===== config.mk =====
export PLATFORM = sky130hd
export DESIGN_NAME = nes_cpu_bus_dma
export DESIGN_NICKNAME = d
export VERILOG_FILES = /design/src/rtl/nes_cpu_bus_dma.sv
export SDC_FILE = /design/constraint.sdc
export NUM_CORES = 1
export LEC_CHECK = 0
export CAP_MARGIN = 15
export CELL_PAD_IN_SITES_DETAIL_PLACEMENT = 2
export CELL_PAD_IN_SITES_GLOBAL_PLACEMENT = 2
export CORE_ASPECT_RATIO = 0.6
export CORE_MARGIN = 3
export CORE_UTILIZATION = 34
export CTS_CLUSTER_DIAMETER = 30
export DETAILED_ROUTE_END_ITERATION = 8
export DONT_BUFFER_PORTS = 1
export GPL_TIMING_DRIVEN = 0
export PLACE_DENSITY_LB_ADDON = 0.1
export SLEW_MARGIN = 10
export SYNTH_ARGS = -nofsm -noshare
export SYNTH_HDL_FRONTEND = slang
export SYNTH_SLANG_ARGS = --single-unit

===== constraint.sdc =====
create_clock -name clk -period 2.61 [get_ports clk]
set_input_delay 0.522 -clock clk [delete_from_list [all_inputs] [get_ports clk]]
set_output_delay 0.522 -clock clk [all_outputs]
set_load 0.02 [all_outputs]

===== src/rtl/nes_cpu_bus_dma.sv =====
// nes_cpu_bus_dma: CPU-side bus controller with OAM DMA.
//
// Decodes the 6502 address space into one-hot target selects with mirroring,
// returns synchronous read data to the CPU with open-bus hold, and runs an OAM
// DMA engine. A CPU write to DMA_REG halts the CPU and copies DMA_LEN bytes
// from page:00 onward to OAM_DATA.
//
// Optional feature: define DMA_ODD_ALIGN_EN to insert one ALIGN cycle when the
// HALT cycle falls on odd parity (513/514-cycle console behaviour).
//
// Ports:
//   clk, reset                        clock, synchronous active-high reset
//   cpu_addr/cpu_dout/cpu_we/cpu_rd   CPU request
//   cpu_din, cpu_rdy                  read data to CPU, CPU halt (low)
//   bus_addr/bus_wdata/bus_we/bus_rd  shared target bus
//   ram_addr, ppu_reg                 mirrored local addresses
//   ram_cs/io_cs/exp_cs/sram_cs/prg_cs active-high selects
//   ppu_n_cs                          active-low PPU select
//   ram/ppu/io/cart_rdata             target read data, one cycle after bus_rd
module nes_cpu_bus_dma #(
  parameter int unsigned RAM_AW   = 11,
  parameter int unsigned PPU_RW   = 3,
  parameter int unsigned DMA_LEN  = 256,
  parameter logic [15:0] DMA_REG  = 16'h4014,
  parameter logic [15:0] OAM_DATA = 16'h2004
) (
  input  logic              clk,
  input  logic              reset,
  input  logic [15:0]       cpu_addr,
  input  logic [7:0]        cpu_dout,
  input  logic              cpu_we,
  input  logic              cpu_rd,
  output logic [7:0]        cpu_din,
  output logic              cpu_rdy,
  output logic [15:0]       bus_addr,
  output logic [7:0]        bus_wdata,
  output logic              bus_we,
  output logic              bus_rd,
  output logic [RAM_AW-1:0] ram_addr,
  output logic [PPU_RW-1:0] ppu_reg,
  output logic              ram_cs,
  output logic              io_cs,
  output logic              exp_cs,
  output logic              sram_cs,
  output logic              prg_cs,
  output logic              ppu_n_cs,
  input  logic [7:0]        ram_rdata,
  input  logic [7:0]        ppu_rdata,
  input  logic [7:0]        io_rdata,
  input  logic [7:0]        cart_rdata
);

`ifdef DMA_ODD_ALIGN_EN
  typedef enum logic [2:0] {StIdle, StHalt, StAlign, StRead, StWrite} state_e;
`else
  typedef enum logic [2:0] {StIdle, StHalt, StRead, StWrite} state_e;
`endif

  typedef enum logic [1:0] {TgtRam, TgtPpu, TgtIo, TgtCart} tgt_e;

  localparam logic [7:0] LastIdx = 8'(DMA_LEN - 1);

  state_e     state_q;
  logic [7:0] page_q;
  logic [7:0] idx_q;
  logic       cpu_rdy_q;
  logic       parity_q;

  logic       rd_valid_q;
  tgt_e       rd_tgt_q;
  logic [7:0] hold_q;

  logic [7:0] rdata_mux;
  tgt_e       bus_tgt;
  logic       bus_act;
  logic       sel_ram, sel_ppu, sel_io, sel_exp, sel_sram, sel_prg;

  // Read data for the target registered on the previous bus_rd cycle.
  always_comb begin
    rdata_mux = cart_rdata;
    case (rd_tgt_q)
      TgtRam:  rdata_mux = ram_rdata;
      TgtPpu:  rdata_mux = ppu_rdata;
      TgtIo:   rdata_mux = io_rdata;
      default: rdata_mux = cart_rdata;
    endcase
  end

  // Bus source: CPU pass-through in IDLE, DMA engine otherwise. Gated by reset
  // so a reset landing on a WRITE cycle cannot issue one more OAM write.
  always_comb begin
    bus_addr  = 16'h0000;
    bus_wdata = 8'h00;
    bus_we    = 1'b0;
    bus_rd    = 1'b0;
    if (!reset) begin
      case (state_q)
        StIdle: begin
          bus_addr  = cpu_addr;
          bus_wdata = cpu_dout;
          bus_we    = cpu_we;
          bus_rd    = cpu_rd;
        end
        StRead: begin
          bus_addr = {page_q, idx_q};
          bus_rd   = 1'b1;
        end
        StWrite: begin
          bus_addr  = OAM_DATA;
          bus_wdata = rdata_mux;
          bus_we    = 1'b1;
        end
        default: ;
      endcase
    end
  end

  // Address decode.
  always_comb begin
    sel_ram  = (bus_addr[15:13] == 3'b000);
    sel_ppu  = (bus_addr[15:13] == 3'b001);
    sel_io   = (bus_addr[15:5] == 11'h200);
    sel_exp  = (bus_addr[15:13] == 3'b010) && !sel_io;
    sel_sram = (bus_addr[15:13] == 3'b011);
    sel_prg  = bus_addr[15];
    if (sel_ram) begin
      bus_tgt = TgtRam;
    end else if (sel_ppu) begin
      bus_tgt = TgtPpu;
    end else if (sel_io) begin
      bus_tgt = TgtIo;
    end else begin
      bus_tgt = TgtCart;
    end
  end

  assign bus_act  = bus_rd | bus_we;
  assign ram_cs   = bus_act & sel_ram;
  assign io_cs    = bus_act & sel_io;
  assign exp_cs   = bus_act & sel_exp;
  assign sram_cs  = bus_act & sel_sram;
  assign prg_cs   = bus_act & sel_prg;
  assign ppu_n_cs = ~(bus_act & sel_ppu);
  assign ram_addr = bus_addr[RAM_AW-1:0];
  assign ppu_reg  = bus_addr[PPU_RW-1:0];

  // Fresh data in the cycle after a read; otherwise the last value (open bus).
  assign cpu_din = rd_valid_q ? rdata_mux : hold_q;
  assign cpu_rdy = cpu_rdy_q;

  always_ff @(posedge clk) begin
    if (reset) begin
      rd_valid_q <= 1'b0;
      rd_tgt_q   <= TgtRam;
      hold_q     <= 8'h00;
    end else begin
      rd_valid_q <= bus_rd;
      if (bus_rd) begin
        rd_tgt_q <= bus_tgt;
      end
      if (rd_valid_q) begin
        hold_q <= rdata_mux;
      end
    end
  end

  // DMA FSM.
  always_ff @(posedge clk) begin
    if (reset) begin
      state_q   <= StIdle;
      page_q    <= 8'h00;
      idx_q     <= 8'h00;
      cpu_rdy_q <= 1'b1;
      parity_q  <= 1'b0;
    end else begin
      parity_q <= ~parity_q;
      case (state_q)
        StIdle: begin
          if (cpu_we && (cpu_addr == DMA_REG)) begin
            page_q    <= cpu_dout;
            idx_q     <= 8'h00;
            cpu_rdy_q <= 1'b0;
            state_q   <= StHalt;
          end
        end
        StHalt: begin
`ifdef DMA_ODD_ALIGN_EN
          state_q <= parity_q ? StAlign : StRead;
`else
          state_q <= StRead;
`endif
        end
`ifdef DMA_ODD_ALIGN_EN
        StAlign: state_q <= StRead;
`endif
        StRead: state_q <= StWrite;
        StWrite: begin
          idx_q <= idx_q + 8'd1;
          if (idx_q == LastIdx) begin
            cpu_rdy_q <= 1'b1;
            state_q   <= StIdle;
          end else begin
            state_q <= StRead;
          end
        end
        default: state_q <= StIdle;
      endcase
    end
  end

endmodule

# Word-level counts from Yosys, hierarchy flattened
# Cells that the tools add are included.
[totals]
regBits = 31
latchBits = 0
ram_bits = 0
rom_bits = 0
in_bits = 60
out_inout_bits = 55
n_memories = 0
[classes]
add_sub_neg = 1
n_mul = 0
div_mod_pow = 0
n_lt_le_gt_ge = 0
n_eq_ne = 13
shifts = 0
n_mux = 21
n_bitwise = 8
n_reduce_logical = 10
[ops]
columns = ["operator", "n"]
rows = [
  ["16-bit one-hot mux with 3 select lines", 1],
  ["8-bit one-hot mux with 2 select lines", 2],
  ["8-bit two-way mux", 3],
  ["8-bit one-hot mux with 3 select lines", 1],
  ["16-bit by 15-bit equality test with 1-bit output, second input constant", 1],
  ["16-bit two-way mux", 1],
  ["3-bit by 2-bit equality test with 1-bit output, second input constant", 4],
  ["3-bit one-hot mux with 4 select lines", 1],
  ["11-bit by 10-bit equality test with 1-bit output, second input constant", 1],
  ["8-bit by 1-bit adder with 8-bit output, second input constant", 1],
  ["8-bit equality test, second input constant", 1],
  ["1-bit AND", 6],
  ["3-bit by 1-bit equality test with 1-bit output, second input constant", 2],
  ["3-bit logical NOT", 2],
  ["2-bit two-way mux", 3],
  ["1-bit one-hot mux with 2 select lines", 3],
  ["1-bit two-way mux", 5],
  ["2-bit != test, second input constant", 2],
  ["2-bit AND reduction", 2],
  ["3-bit two-way mux", 1],
  ["3-bit AND reduction", 1],
  ["2-bit by 1-bit equality test with 1-bit output, second input constant", 1],
  ["2-bit equality test, second input constant", 1],
  ["1-bit logical AND", 2],
  ["5 further kinds", 5],
]

# Depth between registers and ports, before layout
[logic_depth]
ltp_word = 7
depth_mapped = 9
ltp_nobuf = 6

# Least setup slack after synthesis
# No wires, ideal clock.
[synth_timing]
path_kind = "register to output"
start = "register state_q[0]"
end = "output ram_cs"
arrival_time_ns = 2.126
path_slack_ns = -0.038
path_stages_with_launch = 7
n_path_buf = 1
cell_sequence = "dfxtp_1 inv_1 ha_1 buf_2 a221oi_2 nor2_1 nor4b_1"
[synth_between]
elab_chain_cells = 5
word_cells_on_any_way = 12
classes_between = "eq/ne: 2; mux: 6; bitwise: 2; reduce/logical: 2"
[synth_lines]
columns = ["element", "line", "text"]
rows = [
  ["start: declaration", "63", "state_e state_q;"],
  ["start signal: assignment", "170", "state_q <= StIdle;"],
  ["start signal: assignment", "183", "state_q <= StHalt;"],
  ["start signal: assignment", "190", "state_q <= StRead;"],
  ["3-bit by 2-bit equality test with 1-bit output / 3-bit logical NOT (equally long branches)", "97", "case (state_q)"],
  ["16-bit one-hot mux with 3 select lines *", "97", ""],
  ["16-bit two-way mux *", "96", "if (!reset) begin"],
  ["named net bus_addr[13]", "35", "output logic [15:0] bus_addr,"],
  ["3-bit logical NOT *", "120", "sel_ram = (bus_addr[15:13] == 3'b000);"],
  ["1-bit AND *", "138", "assign ram_cs = bus_act & sel_ram;"],
  ["end: declaration", "41", "output logic ram_cs,"],
]
# The timed path passes the listed nets; every way through them passes the cells marked *.

# Final worst setup path
[layout_timing]
start = "register state_q[0]"
end = "output io_cs"
[layout_between]
elab_chain_cells = 5
word_cells_on_any_way = 12
classes_between = "eq/ne: 3; mux: 6; bitwise: 2; reduce/logical: 1"
[layout_lines]
columns = ["element", "line", "text"]
rows = [
  ["3-bit by 2-bit equality test with 1-bit output / 3-bit logical NOT (equally long branches)", "97", ""],
  ["16-bit one-hot mux with 3 select lines / 1-bit one-hot mux with 2 select lines (equally long branches)", "97", ""],
  ["16-bit two-way mux / 1-bit two-way mux (equally long branches)", "96", ""],
  ["11-bit by 10-bit equality test with 1-bit output / 1-bit bitwise OR (equally long branches)", "122, 137", ""],
  ["1-bit AND *", "139", "assign io_cs = bus_act & sel_io;"],
  ["end: declaration", "42", "output logic io_cs,"],
]
# Mark *: on every way between the ends. The rest lies on a longest branch, timed or not.

==> reports/results.txt <==
vias in the first global route: 2439
Tcrit/Tclk final: 99.3%
Num Clock Sinks: 30
CP top delay family: simple AND/OR/NAND/NOR gates
synth cell count leaders: 36 x nor2_1, 30 x dfxtp_1, 23 x a22oi_1
Finished Core Util: 48.2%
Max H-tree Level: 2
EDFF count, synth: 0
fill count: 690
final clock skew: 0.00931 ns
# port buffers: 0
synth warn: 0
routed len/inst: 27.1 µm
status: finished, final reports clean
final routed DRC violation total: 0
initial antenna violation count: 0
FMAX: 386 MHz
Slew @ Worst Pin: 0.658 ns
post-synthesis compound-gate area fraction: 23.3%
hold slack: 0.396 ns
CTS clk-pin slew, worst paths: 0.05 ns
Arrival @ worst endpoint: 2.07 ns
initial core utilization: 36.7%
Startpoint Class: flip-flop
synth unique cells: 46
routed vias: 2465
Final Non-Filler Cells: 393
share of layout cells above drive strength 1: 42.7%
Cell Chain, Critical Path: inv_2 -> ha_4 -> buf_2 -> a22oi_2 -> a21oi_1 -> nor4_4 -> nor2b_4
slowest CP cell: dfxtp_4
pwr dens: 855 nW/µm²
Final Hold Viols: 0
Antenna Violating Nets Remaining: 0
TritonRoute pass-1 iters: 4
IO Count: 115
P_leak: 1.09 nW
dominant cell by count in the synthesized netlist: nor2_1
root buf cell: clkbuf_16
ant diodes: 0
Die W: 113 µm
peak supply drop: 0.317 mV
final setup fails: 0
post-synthesis cell count: 287
worst hold path type: in2reg
Buf+Inv Stages, Crit Path: 2
placed insts: 371
Syn Nets: 352
crit path kind: reg2out
Post-Synthesis Cell Area: 2340 µm²
CP required: 2.09 ns
mux share of post-synthesis cell area: 12.5%
Post-Synth Adder-Cell Area: 2.67%
Total Die Area: 7950 µm²
unrepaired setup endpoints after global routing: true
DR vias/cell: 6.27
GPL Wtd Cong: 0.817
half-perimeter wire length after detailed placement: 7590 µm
dpl cell area: 2450 µm²
Post-Route WL: 10700 µm
first-pass GRT wire length: 14700 µm
Synth Area in XOR/XNOR: 0%
# rows: 22
Post-Synth Simple-Gate Area: 25.0%
Yosys top cell by area: dfxtp_1
Max-Cap Viols: 0
clock period minus worst slack: 2.59 ns
Yosys reg bits: 30
Seq/Total Area, Yosys: 25.7%
Rel. slew slack: 56.1%
Mean Syn Cell Area: 8.16 µm²
core area: 6390 µm²
Post-synth top flop: dfxtp_1
TritonCTS buffer count: 5
crit end category: output pin
clock latency on the worst-skew pair: 0.28 ns
Async SR Flop Fraction: 0%
CTS tree: yes
Synth top area share: 25.7%
Chip Height: 70.3 µm
maximum fanout along the worst path: 5
worst-case clock buffer depth: 2
Layout area overhead: 31.6%
Final Cell Area: 3080 µm²
Nets: 373
Iter 0 DRT Violations: 140
synth top area cells: dfxtp_1 26%, mux4_2 7.7%, a22oi_1 7.4%, nor2_1 5.8%, buf_4 5.5%
largest net degree at the start of global routing: 11
Final Slew Violations: 0
overall routing resource usage: 23.8%
Tot Pwr: 2.63 mW
gr ovfl total: 0
CP max stage delay: 0.36 ns
largest family of logic cells by synthesized area: simple AND/OR/NAND/NOR gates
-- worst paths after layout --
path,start,cells after the start,slack (ns),to
min,cpu_dout[7],2,0.40,page_q[7]
min reg2reg,page_q[7],2,0.52,page_q[7]
max,state_q[0],7,0.02,io_cs
max reg2reg,state_q[0],9,0.53,rd_tgt_q[0]
-- stage by stage --
stage	TNS [ns]	setup slack (ns)
after floorplan	0	0.151
after global routing	-0.208	-0.0921
after global placement	-4.20	-0.452
after detailed placement	-4.49	-0.460
final	0	0.0187
after CTS	-0.407	-0.0815
-- metal layers --
metal	track usage (%)	part of all wire, %	vias up	wire, µm
li1	-	-	1108	-
met4	0.800	0.59	0	63
met2	34.1	43	118	4620
met3	6.49	9.6	4	1030
met1	37.1	46	1235	4960
met5	0	0	-	0
-- state kept, by name (all words and copies together), names as in the netlist --
name / flops
state_q: 2
cpu_rdy: 1
hold_q: 8
rd_valid_q: 1
rd_tgt_q: 2
idx_q: 8
page_q: 8
-- placed cells by master, fill, tap and decap left out, types with 2 or more instances in the layout --
cell       Yosys  final
buf_4         17     28
a211oi_1       2      2
buf_8          0      2
buf_2         14      8
o21ai_0       12     12
buf_6          0      7
o32ai_1        3      3
inv_1          6      4
clkbuf_1       8      7
a21oi_1       17     15
a21oi_2        0      2
dfxtp_1       30     28
a22oi_2        0     11
nor4b_2        2      2
nor3b_1        3      2
mux4_2         8      8
or3_1          2      2
nand2_1        7      7
nand3_1       21     20
a22oi_1       23     12
ha_4           0      2
nand4_1        4      4
nand3_2        1      2
a31oi_1        7      7
nor2_1        36     12
o211ai_1       6      6
and2_1        11     11
clkbuf_16      0      5
inv_2          0      2
and3_1         4      4
nor2b_1        4      3
mux2_2        10     10
nor2_2         0     10
nor2_4         0     14
ha_1           5      3
a41oi_1        2      2
-- cell type report --
type	instances	area, µm²	share of cell area, %
multi-input cells	211	1790	58.0
flip-flops and latches	30	606	19.7
plain buffers	40	314	10.2
clock buffers	7	143	4.63
well taps	84	105	3.41
repair buffers	14	100	3.25
inverters	6	22.5	0.731
clock inverters	1	5.00	0.162
-- timing repair --
action | CTS | global route
setup endpoints to repair | 35 | 31
gates resized for setup | 59 | 42
setup buffers | 2 | 10
pin swaps | 5 | 18
hold buffers | 0 | 0
cloned | 0 | 2
-- power by group --
group	switching, mW	internal, mW
Combinational	0.958	0.569
Clock	0.215	0.378
Sequential	0.0175	0.496
Total	1.19	1.44
-- logic make-up (layout without fill, tap and decap cells) --
group,Yosys count,in the layout
adders and majority gates,5,5
DFF,30,30
and+or+nand+nor,107,107
muxes,18,18
buffers and inverters,46,68
AOI/OAI and AO/OA,81,81
Power figures use the tool's default switching activity.
